### src/rtl/rv2t_fetch_realign.sv
// Fetch realignment buffer: word-aligned reads in, one 16/32-bit instruction out at pc_o.
// Optional misaligned-target trap enabled by defining RV2T_FETCH_MISALIGN_TRAP_EN.
module rv2t_fetch_realign #(
    parameter int                    ADDR_WIDTH = 32,
    parameter logic [ADDR_WIDTH-1:0] RESET_PC   = '0
) (
    input  logic                  clk,
    input  logic                  reset,
    output logic                  mem_re_o,
    output logic [ADDR_WIDTH-1:0] mem_addr_o,
    input  logic                  mem_ack_i,
    input  logic [31:0]           mem_rdata_i,
    input  logic                  jump_i,
    input  logic [ADDR_WIDTH-1:0] jump_addr_i,
    output logic                  instr_valid_o,
    input  logic                  instr_ready_i,
    output logic [31:0]           instr_o,
    output logic [ADDR_WIDTH-1:0] pc_o,
    output logic                  misalign_o
);

    typedef enum logic [1:0] {IDLE, WAIT, FLUSH} state_t;

    state_t                  state, state_n;
    logic [15:0]             q [4];
    logic [15:0]             q_n [4];
    logic [2:0]              count, count_n;
    logic [ADDR_WIDTH-1:0]   pc_q, pc_n, fetch_addr, fetch_n;
    logic                    skip_low, skip_n;
    logic                    trap_q, trap_n;
    logic                    valid_raw, pop_fire, pop_two, push, issue;

`ifdef RV2T_FETCH_MISALIGN_TRAP_EN
    // A redirect to an odd address traps until a redirect to an even address clears it.
    assign trap_n = jump_i ? jump_addr_i[0] : trap_q;

    always_ff @(posedge clk or posedge reset) begin
        if (reset) trap_q <= 1'b0;
        else       trap_q <= trap_n;
    end
`else
    assign trap_q = 1'b0;
    assign trap_n = 1'b0;
`endif

    assign misalign_o    = trap_q;
    assign valid_raw     = ((count != 3'd0) && (q[0][1:0] != 2'b11)) || (count >= 3'd2);
    assign instr_valid_o = valid_raw && !trap_q;
    assign instr_o       = {(count >= 3'd2) ? q[1] : 16'h0, q[0]};
    assign pc_o          = pc_q;
    assign pop_two       = (q[0][1:0] == 2'b11);
    assign pop_fire      = instr_valid_o && instr_ready_i && !jump_i;
    assign push          = (state == WAIT) && mem_ack_i && !jump_i;

    // Halfword queue update: the pop shifts first, then the returned halfwords append behind it.
    always_comb begin
        q_n     = q;
        count_n = count;
        if (pop_fire) begin
            if (pop_two) begin
                q_n[0]  = q[2];
                q_n[1]  = q[3];
                count_n = count - 3'd2;
            end else begin
                q_n[0]  = q[1];
                q_n[1]  = q[2];
                q_n[2]  = q[3];
                count_n = count - 3'd1;
            end
        end
        if (push) begin
            if (!skip_low) begin
                q_n[count_n[1:0]] = mem_rdata_i[15:0];
                count_n           = count_n + 3'd1;
            end
            q_n[count_n[1:0]] = mem_rdata_i[31:16];
            count_n           = count_n + 3'd1;
        end
        if (jump_i) count_n = 3'd0;
    end

    // Next fetch request is decided on the post-update queue level, so a refill or a
    // redirect can issue on the same edge that returns the FSM to IDLE.
    always_comb begin
        state_n = state;
        pc_n    = pc_q;
        fetch_n = fetch_addr;
        skip_n  = skip_low;
        issue   = 1'b0;
        if ((state != IDLE) && mem_ack_i) state_n = IDLE;
        if (pop_fire) pc_n = pc_q + (pop_two ? ADDR_WIDTH'(4) : ADDR_WIDTH'(2));
        if (push) begin
            fetch_n = fetch_addr + ADDR_WIDTH'(4);
            skip_n  = 1'b0;
        end
        if (jump_i) begin
            pc_n    = jump_addr_i & ~ADDR_WIDTH'(1);
            fetch_n = jump_addr_i & ~ADDR_WIDTH'(3);
            skip_n  = jump_addr_i[1];
            if ((state != IDLE) && !mem_ack_i) state_n = FLUSH;
        end
        if ((state_n == IDLE) && (count_n <= 3'd2) && !trap_n) begin
            issue   = 1'b1;
            state_n = WAIT;
        end
    end

    always_ff @(posedge clk or posedge reset) begin
        if (reset) begin
            state      <= IDLE;
            count      <= 3'd0;
            for (int i = 0; i < 4; i++) q[i] <= 16'h0;
            pc_q       <= RESET_PC;
            fetch_addr <= {RESET_PC[ADDR_WIDTH-1:2], 2'b00};
            skip_low   <= RESET_PC[1];
            mem_re_o   <= 1'b0;
            mem_addr_o <= '0;
        end else begin
            state      <= state_n;
            count      <= count_n;
            q          <= q_n;
            pc_q       <= pc_n;
            fetch_addr <= fetch_n;
            skip_low   <= skip_n;
            mem_re_o   <= issue;
            if (issue) mem_addr_o <= fetch_n;
        end
    end

endmodule

### config.mk
export PLATFORM = sky130hd
export DESIGN_NAME = rv2t_fetch_realign
export DESIGN_NICKNAME = d
export VERILOG_FILES = /design/src/rtl/rv2t_fetch_realign.sv
export SDC_FILE = /design/constraint.sdc
export NUM_CORES = 1
export LEC_CHECK = 0
export ABC_CLOCK_PERIOD_IN_PS = 7250
export CAP_MARGIN = 5
export CORE_UTILIZATION = 54
export CTS_BUF_LIST = sky130_fd_sc_hd__clkbuf_16
export CTS_CLUSTER_SIZE = 8
export DETAILED_ROUTE_END_ITERATION = 10
export HOLD_SLACK_MARGIN = 0.05
export PLACE_DENSITY = 0.85
export RECOVER_POWER = 100
export SYNTH_ARGS = -nofsm -noshare
export SYNTH_HDL_FRONTEND = slang
export SYNTH_SLANG_ARGS = --single-unit
### constraint.sdc
create_clock -name clk -period 7.25 [get_ports clk]
set_input_delay 2.175 -clock clk [delete_from_list [all_inputs] [get_ports clk]]
set_output_delay 2.175 -clock clk [all_outputs]
set_load 0.03 [all_outputs]
==> metrics.txt <==
status finished with violations; failing checks capacitance limit, slew limit; Fillers 1,358; CP arrival 6.73 ns; cell family with most CP delay buffers and inverters; synthesized area per cell 9.437 um^2; CTS Sinks 166; CP Class input pin to flop; min setup slack post-route 0.8501 ns; pre-CTS setup slack 0.8940 ns; Yosys cell types 68; Synth Flop Type dfrtp_1; PwrDens 422.1 mW/mm^2; register bit total from synthesis 166; first-pass GRT wire length 42,730 um; Ports 168; total gr overflow 0; Max Freq 156.3 MHz; Resized Gates After CTS 0; FP Rows 48; Via-to-Cell Ratio 6.163; Syn Inst Count 1,016; dpl hpwl 17,720 um; vias in the first global route 8,261; Root Driver clkbuf_16; antenna-violating nets left 0; CP bufs+invs 5; worst path required time 7.58 ns; fin cells 1,376; via count 8,480; Final setup viols 0; Crit-path slowest cell and2_0; Max stage delay on crit path 1.03 ns; largest net degree at the start of global routing 66; max-cap violation count 3; Starting DRT DRC Count 970; endpoints failing hold 0; Post-synth EDFFs 0; asr flop ratio synth 1.000; wire per inst 19.67 um; Startpoint Class input pin; fin crit share 0.8827; setup bufs post-CTS 0; Placed Instances 1,344; die area 0.01829 mm^2; Die W 135.3 um; Cell Area, Synth 0.009588 mm^2; core area 0.01730 mm^2; Slew HR -1.097; clk buf depth 2; DRC 0; CTS clk-pin slew, worst paths 0.07 ns; total power 4.935 mW; Yosys top cell area share 0.4333; Synth Warn # 0; IO buf count 164; Slew Limit Fails 174; RSZ-0062 raised after global routing false; die height 135.3 um; Slew @ Worst Pin 3.145 ns; Antenna diodes 0; dominant cells by area after synthesis dfrtp_1, nand2_1, mux2_4; TritonCTS Buffers 17; Skew-Pair Late Insertion Delay 0.43 ns; sequential fraction of the synthesis area 0.4333; # H-tree levels 4; final WL 27,060 um; crit path max fanout 17; Setup crit end kind flop; Tmin final 6.400 ns; setup tns final 0 ns; Leak Pwr 4.868 nW; DRT Pass-1 Iters 5; cts hold-fix bufs 0; global-route usage over all layers 0.3022; Initial Util 0.5543; hold crit path type flop to flop; initial antenna violation count 0; CP Cell Sequence dlygate4sd3_1 -> clkbuf_1 -> clkinv_1 -> nand4_1 -> xnor2_1 -> inv_1 -> ha_1 -> mux2i_1 -> ha_1 -> clkbuf_1 -> and2_0 -> a22oi_1 -> o21ai_0; Layout area overhead 21.95%; area leader, netlist dfrtp_1; CTS tree done; Layout Skew 0.008096 ns; GPL Wtd Cong 0.8608; Max VDD drop 225.9 uV; number of nets in the layout 1,222; layout cells sized above 1 0.07037
-- report_power, final --
part           switching (mW)  internal, mW  total (mW)
Sequential              0.234          1.22        1.46
Combinational            1.62         0.945        2.56
Clock                   0.381         0.537       0.918
Total                    2.23          2.70        4.93
-- metrics by stage --
stage,cell area [um^2],hold WS (ns),utilization
global route,11690,0.5043,0.6760
finish,11690,0.4914,0.6760
CTS,11830,0.5091,0.6840
detailed placement,11240,0.4940,0.6499
floorplan,9592,0.4705,-
global placement,11240,0.4924,0.6499
-- sequential cells by signal (all words and copies together) (netlist names) --
signal      count
count           3
fetch_addr     32
instr_o        16
mem_addr_o     32
mem_re_o        1
pc_o           31
q              48
skip_low        1
state           2
-- cells in the mapped netlist, types with 16 or more instances --
cell      count
nand3_1      16
a22oi_1      48
dfrtp_1     166
nand4_1      28
mux2_2       29
o21ai_0      61
inv_1        17
buf_4        18
nor2b_1      22
mux2i_1      19
nand2_1     120
a21oi_1      70
nor2_1       87
clkbuf_1     50
xor2_1       28
a31oi_1      19
xnor2_1      32
mux2_4       29
o22ai_1      21
nor3b_1      16
-- kinds of logic after synthesis --
group	share of synthesized area
buf+inv	0.05233
xor+xnor	0.05716
flops	0.4333
fa+ha+maj	0.02036
other cells	0.0003911
mux	0.1017
simple gates	0.1841
compound gates	0.1507
-- worst paths after layout --
| check | cells after the start | slack, ns | end | startpoint |
|---|---|---|---|---|
| hold reg to reg | 1 | 0.49 | mem_addr_o[23] | mem_addr_o[23] |
| setup / recovery | 13 | 0.85 | q[42] | jump_i |
| hold / removal | 1 | 0.49 | mem_addr_o[23] | mem_addr_o[23] |
| setup reg to reg | 11 | 1.67 | q[42] | instr_o[1] |
| min in group asynchronous | 2 | 2.85 | fetch_addr[3] | reset |
| max in group asynchronous | 3 | 2.17 | instr_o[1] | reset |
-- cells in the final DEF (no fill, tap or decap), types with 4 or more instances in the layout --
cell and n:
a21boi_0 9, a21oi_1 70, a22oi_1 48, a31oi_1 19, and2_0 4, and3_1 10
buf_4 9, clkbuf_1 7, clkbuf_16 17, clkdlybuf4s50_1 66, dfrtp_1 166, dlygate4sd3_1 98
ha_1 14, inv_1 19, mux2_1 38, mux2_2 18, mux2_4 4, mux2i_1 19
nand2_1 120, nand2b_1 7, nand3_1 16, nand4_1 28, nor2_1 87, nor2b_1 22
nor3_1 4, nor3b_1 16, o21ai_0 65, o21ai_1 4, o22ai_1 21, xnor2_1 32
xor2_1 28
-- layer usage --
| metal | part of all wire | up-vias | GRT usage | wire (um) |
|---|---|---|---|---|
| met5 | 0 | - | 0 | 0 |
| met4 | 0.028 | 0 | 0.1292 | 771 |
| met3 | 0.097 | 72 | 0.07220 | 2621 |
| met2 | 0.48 | 507 | 0.4880 | 12950 |
| met1 | 0.40 | 4087 | 0.3879 | 10720 |
| li1 | - | 3814 | - | - |
-- layout make-up --
cell class                      instances  area (um^2)  share of cell area
Clock buffer                           17        425.4             0.03638
Clock inverter                         15        163.9             0.01402
Inverter                               20        76.32            0.006528
Multi-Input combinational cell        750         4841              0.4140
Sequential cell                       166         4154              0.3553
Tap cell                              225        281.5             0.02408
Timing Repair Buffer                  183         1750              0.1497
(Power assumes the default switching activity.)
